File: src/rtl/alu_pkg.sv
// Shared ALU opcode set and status flag bundle used by the ALU core and its pipeline wrapper.
package alu_pkg;

  typedef enum logic [3:0] {
    ADD, SUB, AND, OR, XOR, SLT, SLTU, SLL, SRL, SRA
  } Op;

  typedef struct packed {
    logic zero;
    logic carry;
    logic overflow;
  } Flags;

endpackage

File: src/rtl/alu_core.sv
// Combinational WIDTH-bit ALU: (op, a, b) -> (x, flags), zero latency, no handshake.
module alu_core
  import alu_pkg::*;
#(
  parameter int WIDTH = 8
) (
  input  Op                i_op,
  input  logic [WIDTH-1:0] i_a,
  input  logic [WIDTH-1:0] i_b,
  output logic [WIDTH-1:0] o_x,
  output Flags             o_flags
);

  localparam int               MSB   = WIDTH - 1;
  localparam logic [WIDTH-1:0] W_LIM = WIDTH'(WIDTH);

  logic [WIDTH:0]   w_sum;
  logic [WIDTH:0]   w_diff;
  logic [WIDTH-1:0] w_sra;
  logic             w_big;

  always_comb begin
    w_sum   = {1'b0, i_a} + {1'b0, i_b};
    w_diff  = {1'b0, i_a} - {1'b0, i_b};
    // Kept outside the case so the signed shift is not demoted by an unsigned ?: partner.
    w_sra   = $signed(i_a) >>> i_b;
    w_big   = (i_b >= W_LIM);
    o_x     = '0;
    o_flags = '0;
    case (i_op)
      ADD: begin
        o_x              = w_sum[MSB:0];
        o_flags.carry    = w_sum[WIDTH];
        o_flags.overflow = (i_a[MSB] == i_b[MSB]) && (w_sum[MSB] != i_a[MSB]);
      end
      SUB: begin
        o_x              = w_diff[MSB:0];
        o_flags.carry    = w_diff[WIDTH];
        o_flags.overflow = (i_a[MSB] != i_b[MSB]) && (w_diff[MSB] != i_a[MSB]);
      end
      AND:     o_x = i_a & i_b;
      OR:      o_x = i_a | i_b;
      XOR:     o_x = i_a ^ i_b;
      SLT:     o_x = {{(WIDTH-1){1'b0}}, ($signed(i_a) < $signed(i_b))};
      SLTU:    o_x = {{(WIDTH-1){1'b0}}, (i_a < i_b)};
      SLL:     o_x = w_big ? '0 : (i_a << i_b);
      SRL:     o_x = w_big ? '0 : (i_a >> i_b);
      SRA:     o_x = w_big ? {WIDTH{i_a[MSB]}} : w_sra;
      default: o_x = '0;
    endcase
    o_flags.zero = (o_x == '0);
  end

endmodule

File: src/rtl/alu_pipe.sv
// Pipelined ALU, LATENCY elastic stages (result visible LATENCY edges after accept).
// in_ready ripples combinationally back from out_ready; empty stages fill while downstream stalls.
module alu_pipe
  import alu_pkg::*;
#(
  parameter int WIDTH   = 8,
  parameter int LATENCY = 2,
  parameter int TAG_W   = 4
) (
  input  logic             clk,
  input  logic             rst_n,
  input  logic             in_valid,
  output logic             in_ready,
  input  Op                in_op,
  input  logic [WIDTH-1:0] in_a,
  input  logic [WIDTH-1:0] in_b,
  input  logic [TAG_W-1:0] in_tag,
  output logic             out_valid,
  input  logic             out_ready,
  output logic [WIDTH-1:0] out_x,
  output logic [TAG_W-1:0] out_tag,
  output Flags             out_flags
);

  logic [WIDTH-1:0]   w_x;
  Flags               w_flags;
  logic [LATENCY-1:0] w_load;

  logic [LATENCY-1:0] r_vld;
  logic [WIDTH-1:0]   r_x     [LATENCY];
  Flags               r_flags [LATENCY];
  logic [TAG_W-1:0]   r_tag   [LATENCY];

  alu_core #(.WIDTH(WIDTH)) u_core (
    .i_op    (in_op),
    .i_a     (in_a),
    .i_b     (in_b),
    .o_x     (w_x),
    .o_flags (w_flags)
  );

  // A stage may load when it is empty or its occupant moves on this cycle.
  always_comb begin
    w_load              = '0;
    w_load[LATENCY-1]   = ~r_vld[LATENCY-1] | out_ready;
    for (int k = LATENCY - 2; k >= 0; k--) begin
      w_load[k] = ~r_vld[k] | w_load[k+1];
    end
  end

  always_ff @(posedge clk or negedge rst_n) begin
    if (!rst_n) begin
      r_vld <= '0;
      for (int k = 0; k < LATENCY; k++) begin
        r_x[k]     <= '0;
        r_flags[k] <= '0;
        r_tag[k]   <= '0;
      end
    end else begin
      if (w_load[0]) begin
        r_vld[0] <= in_valid;
        if (in_valid) begin
          r_x[0]     <= w_x;
          r_flags[0] <= w_flags;
          r_tag[0]   <= in_tag;
        end
      end
      for (int k = 1; k < LATENCY; k++) begin
        if (w_load[k]) begin
          r_vld[k] <= r_vld[k-1];
          if (r_vld[k-1]) begin
            r_x[k]     <= r_x[k-1];
            r_flags[k] <= r_flags[k-1];
            r_tag[k]   <= r_tag[k-1];
          end
        end
      end
    end
  end

  assign in_ready  = w_load[0];
  assign out_valid = r_vld[LATENCY-1];
  assign out_x     = r_x[LATENCY-1];
  assign out_flags = r_flags[LATENCY-1];
  assign out_tag   = r_tag[LATENCY-1];

endmodule

File: config.mk
export PLATFORM = sky130hd
export DESIGN_NAME = alu_pipe
export DESIGN_NICKNAME = d
export VERILOG_FILES = /design/src/rtl/alu_pkg.sv /design/src/rtl/alu_core.sv /design/src/rtl/alu_pipe.sv
export SDC_FILE = /design/constraint.sdc
export NUM_CORES = 1
export LEC_CHECK = 0
export CAP_MARGIN = 40
export CORE_MARGIN = 5
export CORE_UTILIZATION = 45
export CTS_BUF_LIST = sky130_fd_sc_hd__clkbuf_4 sky130_fd_sc_hd__clkbuf_8
export CTS_CLUSTER_DIAMETER = 30
export DETAILED_ROUTE_END_ITERATION = 10
export PLACE_DENSITY_LB_ADDON = 0.1
export SLEW_MARGIN = 20
export SYNTH_ARGS = -nofsm -noshare
export SYNTH_HDL_FRONTEND = slang
export SYNTH_SLANG_ARGS = --single-unit
export TNS_END_PERCENT = 5
File: constraint.sdc
create_clock -name clk -period 3.7 [get_ports clk]
set_input_delay 0.74 -clock clk [delete_from_list [all_inputs] [get_ports clk]]
set_output_delay 0.74 -clock clk [all_outputs]
set_load 0.01 [all_outputs]
# After elaboration in Yosys (flattened, before gate mapping)
# Cells that the tools add are included.
classes:
  add_sub_neg: 2
  n_lt_le_gt_ge: 3
  eq_ne: 13
  n_shift: 3
  mux: 5
  bitwise: 7
  n_reduce_logical: 6
op_table:
  columns: ["op", "n"]
  rows:
  - ["8-bit case mux with 10 select lines", 1]
  - ["8-bit 2-to-1 mux", 3]
  - ["4-bit by 3-bit equality test with 1-bit output, second input constant", 4]
  - ["8-bit less-than comparator", 2]
  - ["8-bit by 8-bit adder with 9-bit output", 1]
  - ["8-bit by 8-bit subtractor with 9-bit output", 1]
  - ["8-bit AND", 1]
  - ["4-bit by 2-bit equality test with 1-bit output, second input constant", 2]
  - ["4-bit equality test, second input constant", 2]
  - ["8-bit by 4-bit greater-or-equal comparator with 1-bit output, second input constant", 1]
  - ["8-bit logical NOT", 1]
  - ["8-bit bitwise OR", 1]
  - ["8-bit by 8-bit << shifter with 8-bit output", 1]
  - ["8-bit by 8-bit >> shifter with 8-bit output", 1]
  - ["8-bit by 8-bit >>> shifter with 8-bit output", 1]
  - ["8-bit bitwise XOR", 1]
  - ["4-bit by 1-bit equality test with 1-bit output, second input constant", 1]
  - ["4-bit logical NOT", 1]
  - ["2-bit case mux with 2 select lines", 1]
  - ["2-bit AND reduction", 2]
  - ["1-bit inequality test", 3]
  - ["1-bit logical AND", 2]
  - ["1-bit inverter", 2]
  - ["1-bit bitwise OR", 2]
  - ["1-bit equality test", 1]
totals:
  reg_bits: 32
  out_inout_bits: 17
  elab_cells: 51

# Logic depth before layout (Yosys ltp)
# Gate-level depths: netlist of the first run.
logic_depth:
  word_depth: 4
  mapped_depth: 11
  depth_no_buf: 11

# By module
# A second synthesis of the first run with hierarchy kept.
unflattened:
  hier_cells: 393
  area_unflattened_um2: 3577.2
modules_own_cells:
  columns: ["mod", "n_inst", "cells_per_inst", "area_each_um2", "seq_area_each_um2"]
  rows:
  - ["alu_core", 1, 308, 2200.9, 0.0]
  - ["alu_pipe", 1, 85, 1376.3, 800.8]

# Worst setup path before layout of the first run
# OpenSTA, ideal clock, no wires.
synth_timing:
  path_type: "input to register"
  from: "input port in_b[2]"
  to: "register r_flags[5] (netlist bit)"
  setup_ps: 103
  arrival_ps: 2773
  t_required_ps: 3597
  setup_slack_ps: 823
  stages: 10
  n_path_buf: 1
  cell_sequence: "buf_6 -> clkinv_1 -> ha_1 -> nand2b_1 -> a21o_1 -> a2111oi_0 -> nand4_2 -> nor3_2 -> nand4_1 -> o41ai_2"
synth_between:
  elab_chain_len: 4
synth_rtl:
  columns: ["element", "line", "rtl"]
  rows:
  - ["start, declared", "alu_pipe.sv:16", "input logic [WIDTH-1:0] in_b,"]
  - ["8-bit by 4-bit greater-or-equal comparator with 1-bit output, or another cell as far along", "alu_core.sv:27", "w_big = (i_b >= W_LIM);"]
  - ["8-bit 2-to-1 mux, on equally long branches", "alu_core.sv:48, alu_core.sv:46, alu_core.sv:47", null]
  - ["8-bit case mux with 10 select lines *", "alu_core.sv:30", "case (i_op)"]
  - ["8-bit logical NOT *", "alu_core.sv:51", "o_flags.zero = (o_x == '0);"]
  - ["end signal, assigned by index", "alu_pipe.sv:73", "r_flags[k] <= r_flags[k-1];"]
  - ["end, declared", "alu_pipe.sv:31", "Flags r_flags [LATENCY];"]
# Every way passes the cells marked *; elsewhere a longest branch is shown, timed or not.
# A chain may end at the register's enable or synchronous reset.

# Worst setup path in the final report of the first run
layout_timing:
  from: "input port in_a[1]"
  to: "register r_flags[5] (netlist bit)"
layout_between:
  elab_chain_len: 4
layout_rtl:
  columns: ["element", "line", "rtl"]
  rows:
  - ["start, declared", "alu_pipe.sv:15", "input logic [WIDTH-1:0] in_a,"]
  - ["branches (longest 2 deep; another with 8-bit by 8-bit subtractor with 9-bit output)", null, null]
  - ["8-bit case mux with 10 select lines *", "alu_core.sv:30", null]
  - ["8-bit logical NOT *", "alu_core.sv:51", null]
# Mark *: on every way between the ends.

==> run metrics, run 1 <==
Global Route met1 Usage=0.316; Ys Warns=0; total gr overflow=0; Clock Sinks=32; Routed WL=10,100 um; most common cell after layout, fill and taps aside=clkdlybuf4s50_1; vias in the first global route=3,005; post-synthesis sequential area ratio=0.234; final hold viol count=0; CTS max path bufs=2; CTS Buf Count=5; chip height=97.2 um; FP Rows=31; Root Buffer=clkbuf_8; CTS tree=yes; Cell Area, Placed=0.00401 sq mm; cell total after placement=525; startpoint types=input pin; antenna-violating nets left=0; Post-Syn Instances=387; postcts setup bufs=0; Period minus WS final=3.41 ns; Worst Clk Skew=0.00271 ns; aggregate global-route resource usage=0.208; worst min path class=register to register; CP Data Required Time=3.88 ns; clk_lat worst skew=0.27 ns; grt met3 use=0.0467; IO Count=45; first-pass GRT wire length=16,200 um; RD Place Congestion=0.997; layout cells sized above 1=0.189; Rel. slew slack=0.564; first drt pass iteration count=5; status=finished, final reports clean; largest net degree at the start of global routing=33; Worst IR Drop VDD=0.000278 V; Die Footprint=0.00945 sq mm; Area Overhead vs Synth=20.0%; Post-synth EDFFs=0; Port Buffers=44; Clk pin slew, worst setup/hold paths=0.06 ns; total power=1.24 mW; R2R depth=8; Period Utilization, post-route=0.922; post-CTS sizing=0; Syn Area/Cell=8.85 sq um; Max Cap Viol=0; Post-DP HPWL=7890 um; data arrival time of the critical path=3.59 ns; cts hold-fix bufs=0; # DRC=0; Final #Nets=487; GRT met2 Usage=0.298; RSZ-0062 raised after global routing=no; routed len/inst=19.0 um; Pwr Density=301 mW/mm^2; setup_tns=0 ns; post-synthesis cell area=0.00342 sq mm; endpoints failing setup=0; Yosys cell types=74; final core utilization=0.560; DIE WIDTH=97.2 um; Syn Nets=441; core area=0.00733 sq mm; busiest grt layer=met1; Max Slew Vio Count=0; hold_ws=0.479 ns; Hold Path Depth=2; initial antenna violation count=0; initial core utilization=0.467; Worst-Margin Slew=0.637 ns; Ant. Diodes=0; initial DRC count=342; total number of vias=3,262; worst setup margin=0.287 ns; crit path kind=input pin to register; endpoint type of the worst setup path=register; Design Area, Final=0.00411 sq mm; via/cell ratio=6.12; post-route insts no fill=533; most frequent cells in the layout=clkdlybuf4s50_1, buf_4, dfrtp_1, nand2_1, ha_1; Synth async-reset ratio=1.00; Lkg Pwr=1.72 nW; Fmax=293 MHz; crit-path max FO=9; ys flop type=dfrtp_1; FF+latch count, synth=32; post-place setup slack=0.00858 ns; H-tree Lvls=2
[power breakdown]
| part | switching [mW] | total [mW] | internal, mW |
|---|---|---|---|
| Sequential | 0.0310 | 0.445 | 0.414 |
| Clock | 0.117 | 0.283 | 0.166 |
| Combinational | 0.252 | 0.510 | 0.257 |
| Total | 0.400 | 1.24 | 0.837 |
[Yosys cell counts, types with 3 or more instances]
cell type / n / area [sq um]
a41oi_1: 3 / 26.3
nor4b_1: 3 / 26.3
o21ai_0: 19 / 95.1
o21a_1: 3 / 22.5
nand4_1: 5 / 31.3
nand2b_1: 9 / 56.3
inv_1: 22 / 82.6
a2111oi_0: 4 / 35.0
mux4_2: 5 / 113
o31ai_1: 3 / 22.5
o221ai_1: 3 / 26.3
buf_2: 10 / 50.1
buf_4: 19 / 143
buf_6: 3 / 33.8
mux2_2: 22 / 248
nor3b_1: 3 / 22.5
o211ai_1: 5 / 37.5
nand3b_1: 3 / 22.5
nor2_1: 20 / 75.1
dfrtp_1: 32 / 801
nor2b_1: 6 / 37.5
clkbuf_1: 8 / 30.0
nor4_1: 3 / 18.8
a22oi_1: 3 / 22.5
o21bai_1: 3 / 22.5
o22ai_1: 7 / 43.8
a21oi_1: 15 / 75.1
a31oi_1: 4 / 25.0
ha_1: 24 / 300
nand3_1: 5 / 25.0
nand2_1: 29 / 109
and3_1: 5 / 31.3
mux2i_1: 14 / 140
a211oi_1: 6 / 45.0
nor3_1: 10 / 50.1
[path summary, 6_finish.rpt]
path	startpoint	endpoint	slack (ns)
worst max-delay path	in_a[1]	r_flags[5]	0.29
worst min-delay path	r_flags[3]	r_flags[3]	0.48
worst max register to register	r_vld[1]	r_flags[5]	1.81
worst min register to register	r_flags[3]	r_flags[3]	0.48
max in group asynchronous	rst_n	out_x[1]	2.55
min in group asynchronous	rst_n	out_x[0]	0.85
[sequential cells by signal (all words and copies together) (netlist names)]
name       count
r_flags        3
r_vld          2
r_x            8
out_x          8
out_flags      3
out_tag        4
r_tag          4
[metal layers]
layer,vias up,part of all wire
met5,-,0
met4,0,0.015
met3,22,0.090
met2,171,0.43
met1,1547,0.46
li1,1522,-
[cell families after synthesis]
| group | after synthesis | synth area share |
|---|---|---|
| flops | 32 | 0.234 |
| compound gates | 104 | 0.219 |
| buf+inv | 64 | 0.101 |
| simple gates | 118 | 0.195 |
| xor+xnor | 2 | 0.00512 |
| mux | 41 | 0.146 |
| fa+ha+maj | 26 | 0.0994 |
[final cells by class]
type                            instances  area (sq um)
Clock buffer                            8          97.6
Fill cell                             652          3220
Inverter                               23          86.3
Multi-Input combinational cell        291          2280
Sequential cell                        32           801
Tap cell                               99           124
Timing Repair Buffer                   80           723
[critical path: stages]
cell	delay, ns
clkdlybuf4s50_1	0.64
fa_1	0.57
nand2b_1	0.13
a2111oi_0	0.10
a2111oi_0	0.61
nand4_2	0.25
nor3_2	0.23
nand4_1	0.13
o41ai_2	0.20
Power figures use the tool's default switching activity.
==> inputs of run 2 (changes only) <==
--- a/config.mk
+++ b/config.mk
@@ -7,10 +7,11 @@
 export LEC_CHECK = 0
 export CAP_MARGIN = 40
 export CORE_MARGIN = 5
-export CORE_UTILIZATION = 45
+export CORE_UTILIZATION = 49
 export CTS_BUF_LIST = sky130_fd_sc_hd__clkbuf_4 sky130_fd_sc_hd__clkbuf_8
 export CTS_CLUSTER_DIAMETER = 30
 export DETAILED_ROUTE_END_ITERATION = 10
+export HOLD_SLACK_MARGIN = 0.05
 export PLACE_DENSITY_LB_ADDON = 0.1
 export SLEW_MARGIN = 20
 export SYNTH_ARGS = -nofsm -noshare
==> run metrics, run 2 (synthesis results as in run 1) <==
status=finished, final reports clean; antenna-violating nets left=0; r2r setup slk=1.76 ns; CTS max path bufs=2; FILL cells=618; cts hold-fix bufs=0; Routed WL=10,000 um; Max Slew Vio Count=0; chip height=93.6 um; switching power=0.410 mW; worst reg2reg endpoint=r_flags[5]; sequential share of power=0.357; startpoint types=input pin; Worst setup endpoint=r_flags[5]; crit path kind=input pin to register; Worst Clk Skew=0.00652 ns; total number of vias=3,305; routed len/inst=19.0 um; Cell Int Power=0.835 mW; CTS tree=yes; total gr overflow=0; hold_ws=0.497 ns; Pwr Density=304 mW/mm^2; Fmax=305 MHz; worst setup margin=0.419 ns; initial DRC count=320; IO Count=45; final core utilization=0.602; CTS Buf Count=5; Post-DP HPWL=7750 um; Die Footprint=0.00876 sq mm; Clk pin slew, worst setup/hold paths=0.07 ns; Period Utilization, post-route=0.887; clock share of power=0.235; metal2 WL=4480 um; H-tree Lvls=2; reg-to-reg startpoint=r_vld[1]; vias in the first global route=3,150; crit-path most repeated cell=a2111oi_0; Max Cap Viol=0; largest net degree at the start of global routing=33; worst setup path start=in_b[0]; aggregate global-route resource usage=0.237; max incr delay on CP=0.51 ns; Period minus WS final=3.28 ns; # DRC=0; first-pass GRT wire length=16,400 um; first drt pass iteration count=5; clk_lat worst skew=0.28 ns; crit path cell chain=clkdlybuf4s50_1 -> ha_1 -> inv_1 -> fa_1 -> nand2b_1 -> a2111oi_0 -> a2111oi_0 -> buf_4 -> nand4_2 -> nor3_2 -> nand4_1 -> o41ai_2; layout cells sized above 1=0.185; endpoint type of the worst setup path=register; Port Buffers=44; data arrival time of the critical path=3.46 ns; FP Rows=30; postcts setup bufs=0; RD Place Congestion=0.949; via/cell ratio=6.26; Hold Path Depth=2; worst min path class=register to register; initial antenna violation count=0; CP max-delay cell=clkdlybuf4s50_1; Design Area, Final=0.00409 sq mm; Metal-1 WL=4440 um; Clock Sinks=32; post-place setup slack=0.155 ns; final hold viol count=0; R2R depth=8; post-CTS sizing=0; Rel. slew slack=0.479; crit-path max FO=3; met3 routed WL=958 um; switch share=0.329; Cell Area, Placed=0.00399 sq mm; Worst-Margin Slew=0.770 ns; Final #Nets=485; initial core utilization=0.504; highest routing layer actually used=met4; RSZ-0062 raised after global routing=no; most common cell after layout, fill and taps aside=clkdlybuf4s50_1; most frequent cells in the layout=clkdlybuf4s50_1, buf_4, dfrtp_1, nand2_1, ha_1; DIE WIDTH=93.6 um; endpoints failing setup=0; CP Data Required Time=3.88 ns; setup_tns=0 ns; Root Buffer=clkbuf_8; Worst IR Drop VDD=0.000249 V; Area Overhead vs Synth=19.4%; core area=0.00679 sq mm; Ant. Diodes=0; Comb pwr share=0.408; Lkg Pwr=1.71 nW
==> run 2: cell count changes in the layout (fill, tap and decap cells not counted) <==
cell   change
buf_4      -2
==> run 2: through the flow <==
stage / std cells / power (mW)
floorplan: 387 / 0.780
global placement: 520 / 0.951
detailed placement: 520 / 0.953
CTS: 528 / 1.25
global route: 528 / 1.32
finish: 528 / 1.24
==> run 2: worst min-delay path by stage <==
stage | from | to | slack [ns]
2_1_floorplan | rst_n | out_flags[0] | 0.44
3_3_place_gp | r_vld[0] | r_vld[1] | 0.47
3_5_place_dp | r_flags[5] | r_flags[5] | 0.47
4_1_cts | r_flags[5] | r_flags[5] | 0.49
5_1_grt | r_x[9] | r_x[9] | 0.52
6_report | r_flags[5] | r_flags[5] | 0.50
==> run 2: cell type report <==
cell class	count	area, sq um	share of cell area
multi-input combinational	291	2280	0.557
inverter	23	86.3	0.0211
tap	96	120	0.0294
sequential	32	801	0.196
clock buffer	8	97.6	0.0239
timing repair buffer	78	708	0.173
==> run 2: per-layer routing <==
metal,GRT usage,vias to the layer above
met2,0.366,176
met1,0.336,1590
met3,0.0603,14
met5,0,-
li1,-,1525
met4,0.0505,0
==> run 2: power groups by stage <==
stage | clock [mW] | sequential [mW] | combinational (mW)
after floorplan | 0 | 0.442 | 0.338
after global routing | 0.321 | 0.454 | 0.549
after detailed placement | 0 | 0.451 | 0.501
after global placement | 0 | 0.449 | 0.502
final | 0.293 | 0.445 | 0.507
after CTS | 0.300 | 0.445 | 0.504
==> run 2: worst max-delay path, delay by kind of cell <==
kind,cells,cell delay [ns]
buffers and inverters,3,0.77
adder cells (fa/ha/maj),2,0.61
AO/OA/AOI/OAI,3,0.76
AND/OR/NAND/NOR,4,0.56
==> inputs of run 3 (changes only) <==
--- a/config.mk
+++ b/config.mk
@@ -6,7 +6,7 @@
 export NUM_CORES = 1
 export LEC_CHECK = 0
 export CAP_MARGIN = 40
-export CORE_MARGIN = 5
+export CORE_MARGIN = 4
 export CORE_UTILIZATION = 49
 export CTS_BUF_LIST = sky130_fd_sc_hd__clkbuf_4 sky130_fd_sc_hd__clkbuf_8
 export CTS_CLUSTER_DIAMETER = 30
==> run metrics, run 3 (synthesis results as in run 1) <==
status=finished, final reports clean; startpoint types=input pin; Lkg Pwr=1.72 nW; total number of vias=3,238; Hold Path Depth=2; Clk pin slew, worst setup/hold paths=0.06 ns; Post-DP HPWL=7880 um; core area=0.00679 sq mm; CTS tree=yes; most common cell after layout, fill and taps aside=clkdlybuf4s50_1; post-CTS sizing=0; # DRC=0; vias in the first global route=3,083; routed len/inst=18.9 um; Max Cap Viol=0; first-pass GRT wire length=16,200 um; crit-path max FO=3; Worst IR Drop VDD=0.000263 V; Ant. Diodes=0; initial DRC count=334; Rel. slew slack=0.565; cts hold-fix bufs=0; Fmax=299 MHz; Cell Area, Placed=0.00401 sq mm; initial antenna violation count=0; postcts setup bufs=0; RSZ-0062 raised after global routing=no; data arrival time of the critical path=3.52 ns; Die Footprint=0.00839 sq mm; most frequent cells in the layout=clkdlybuf4s50_1, buf_4, dfrtp_1, nand2_1, ha_1; crit path kind=input pin to register; Clock Sinks=32; Port Buffers=44; CTS Buf Count=5; RD Place Congestion=1.01; chip height=91.6 um; Max Slew Vio Count=0; endpoints failing setup=0; Root Buffer=clkbuf_8; CP Data Required Time=3.88 ns; FP Rows=30; endpoint type of the worst setup path=register; total gr overflow=0; aggregate global-route resource usage=0.243; DIE WIDTH=91.6 um; Final #Nets=487; clk_lat worst skew=0.28 ns; initial core utilization=0.504; largest net degree at the start of global routing=33; hold_ws=0.482 ns; layout cells sized above 1=0.187; Period Utilization, post-route=0.903; first drt pass iteration count=5; worst min path class=register to register; Worst Clk Skew=0.00461 ns; FILL cells=627; post-route insts no fill=529; Pwr Density=301 mW/mm^2; Area Overhead vs Synth=19.8%; antenna-violating nets left=0; IO Count=45; total power=1.24 mW; Worst-Margin Slew=0.652 ns; cell total after placement=522; Design Area, Final=0.00410 sq mm; H-tree Lvls=2; setup_tns=0 ns; Routed WL=10,000 um; final hold viol count=0; Period minus WS final=3.34 ns; CTS max path bufs=2; R2R depth=8; via/cell ratio=6.12
run 3: layer usage:
metal,up-vias,part of all wire,wire length [um],track usage
met1,1552,0.46,4650,0.359
met2,143,0.44,4420,0.362
met3,15,0.080,800,0.0530
met4,0,0.015,151,0.0503
li1,1528,-,-,-
met5,-,0,0,0
run 3: report_power, final:
group          total, mW  internal (mW)  switching, mW
Combinational      0.507          0.256          0.251
Sequential         0.446          0.414         0.0321
Clock              0.284          0.165          0.118
Total               1.24          0.835          0.401
run 3: path summary, 6_finish.rpt:
check / slack [ns] / startpoint / to
hold / removal: 0.48 / r_flags[5] / r_flags[5]
min in group asynchronous: 0.85 / rst_n / r_flags[3]
hold reg to reg: 0.48 / r_flags[5] / r_flags[5]
max in group asynchronous: 2.57 / rst_n / r_tag[7]
setup reg to reg: 1.78 / r_vld[1] / r_flags[5]
setup / recovery: 0.36 / in_a[0] / r_flags[5]
run 3: stage by stage:
| step | utilization | setup slack [ns] |
|---|---|---|
| final | 0.604 | 0.359 |
| after global routing | 0.604 | 0.134 |
| after CTS | 0.604 | 0.372 |
| after detailed placement | 0.590 | 0.0541 |
| after global placement | 0.590 | 0.182 |
| after floorplan | - | 0.823 |
run 3: cell type report:
| type | instances | area (sq um) | share of cell area |
|---|---|---|---|
| Multi-Input combinational cell | 291 | 2280 | 0.555 |
| Sequential cell | 32 | 801 | 0.195 |
| Timing Repair Buffer | 80 | 723 | 0.176 |
| Tap cell | 96 | 120 | 0.0293 |
| Clock buffer | 7 | 96.3 | 0.0235 |
| Inverter | 23 | 86.3 | 0.0210 |
run 3: worst max-delay path, stage by stage:
cell and delay (ns):
clkdlybuf4s50_1 0.43, inv_1 0.10, ha_1 0.19, inv_1 0.07, fa_1 0.40, nand2b_1 0.13, a2111oi_0 0.10, a2111oi_0 0.59
nand4_2 0.21, nor3_2 0.21, nand4_1 0.13, o41ai_2 0.22
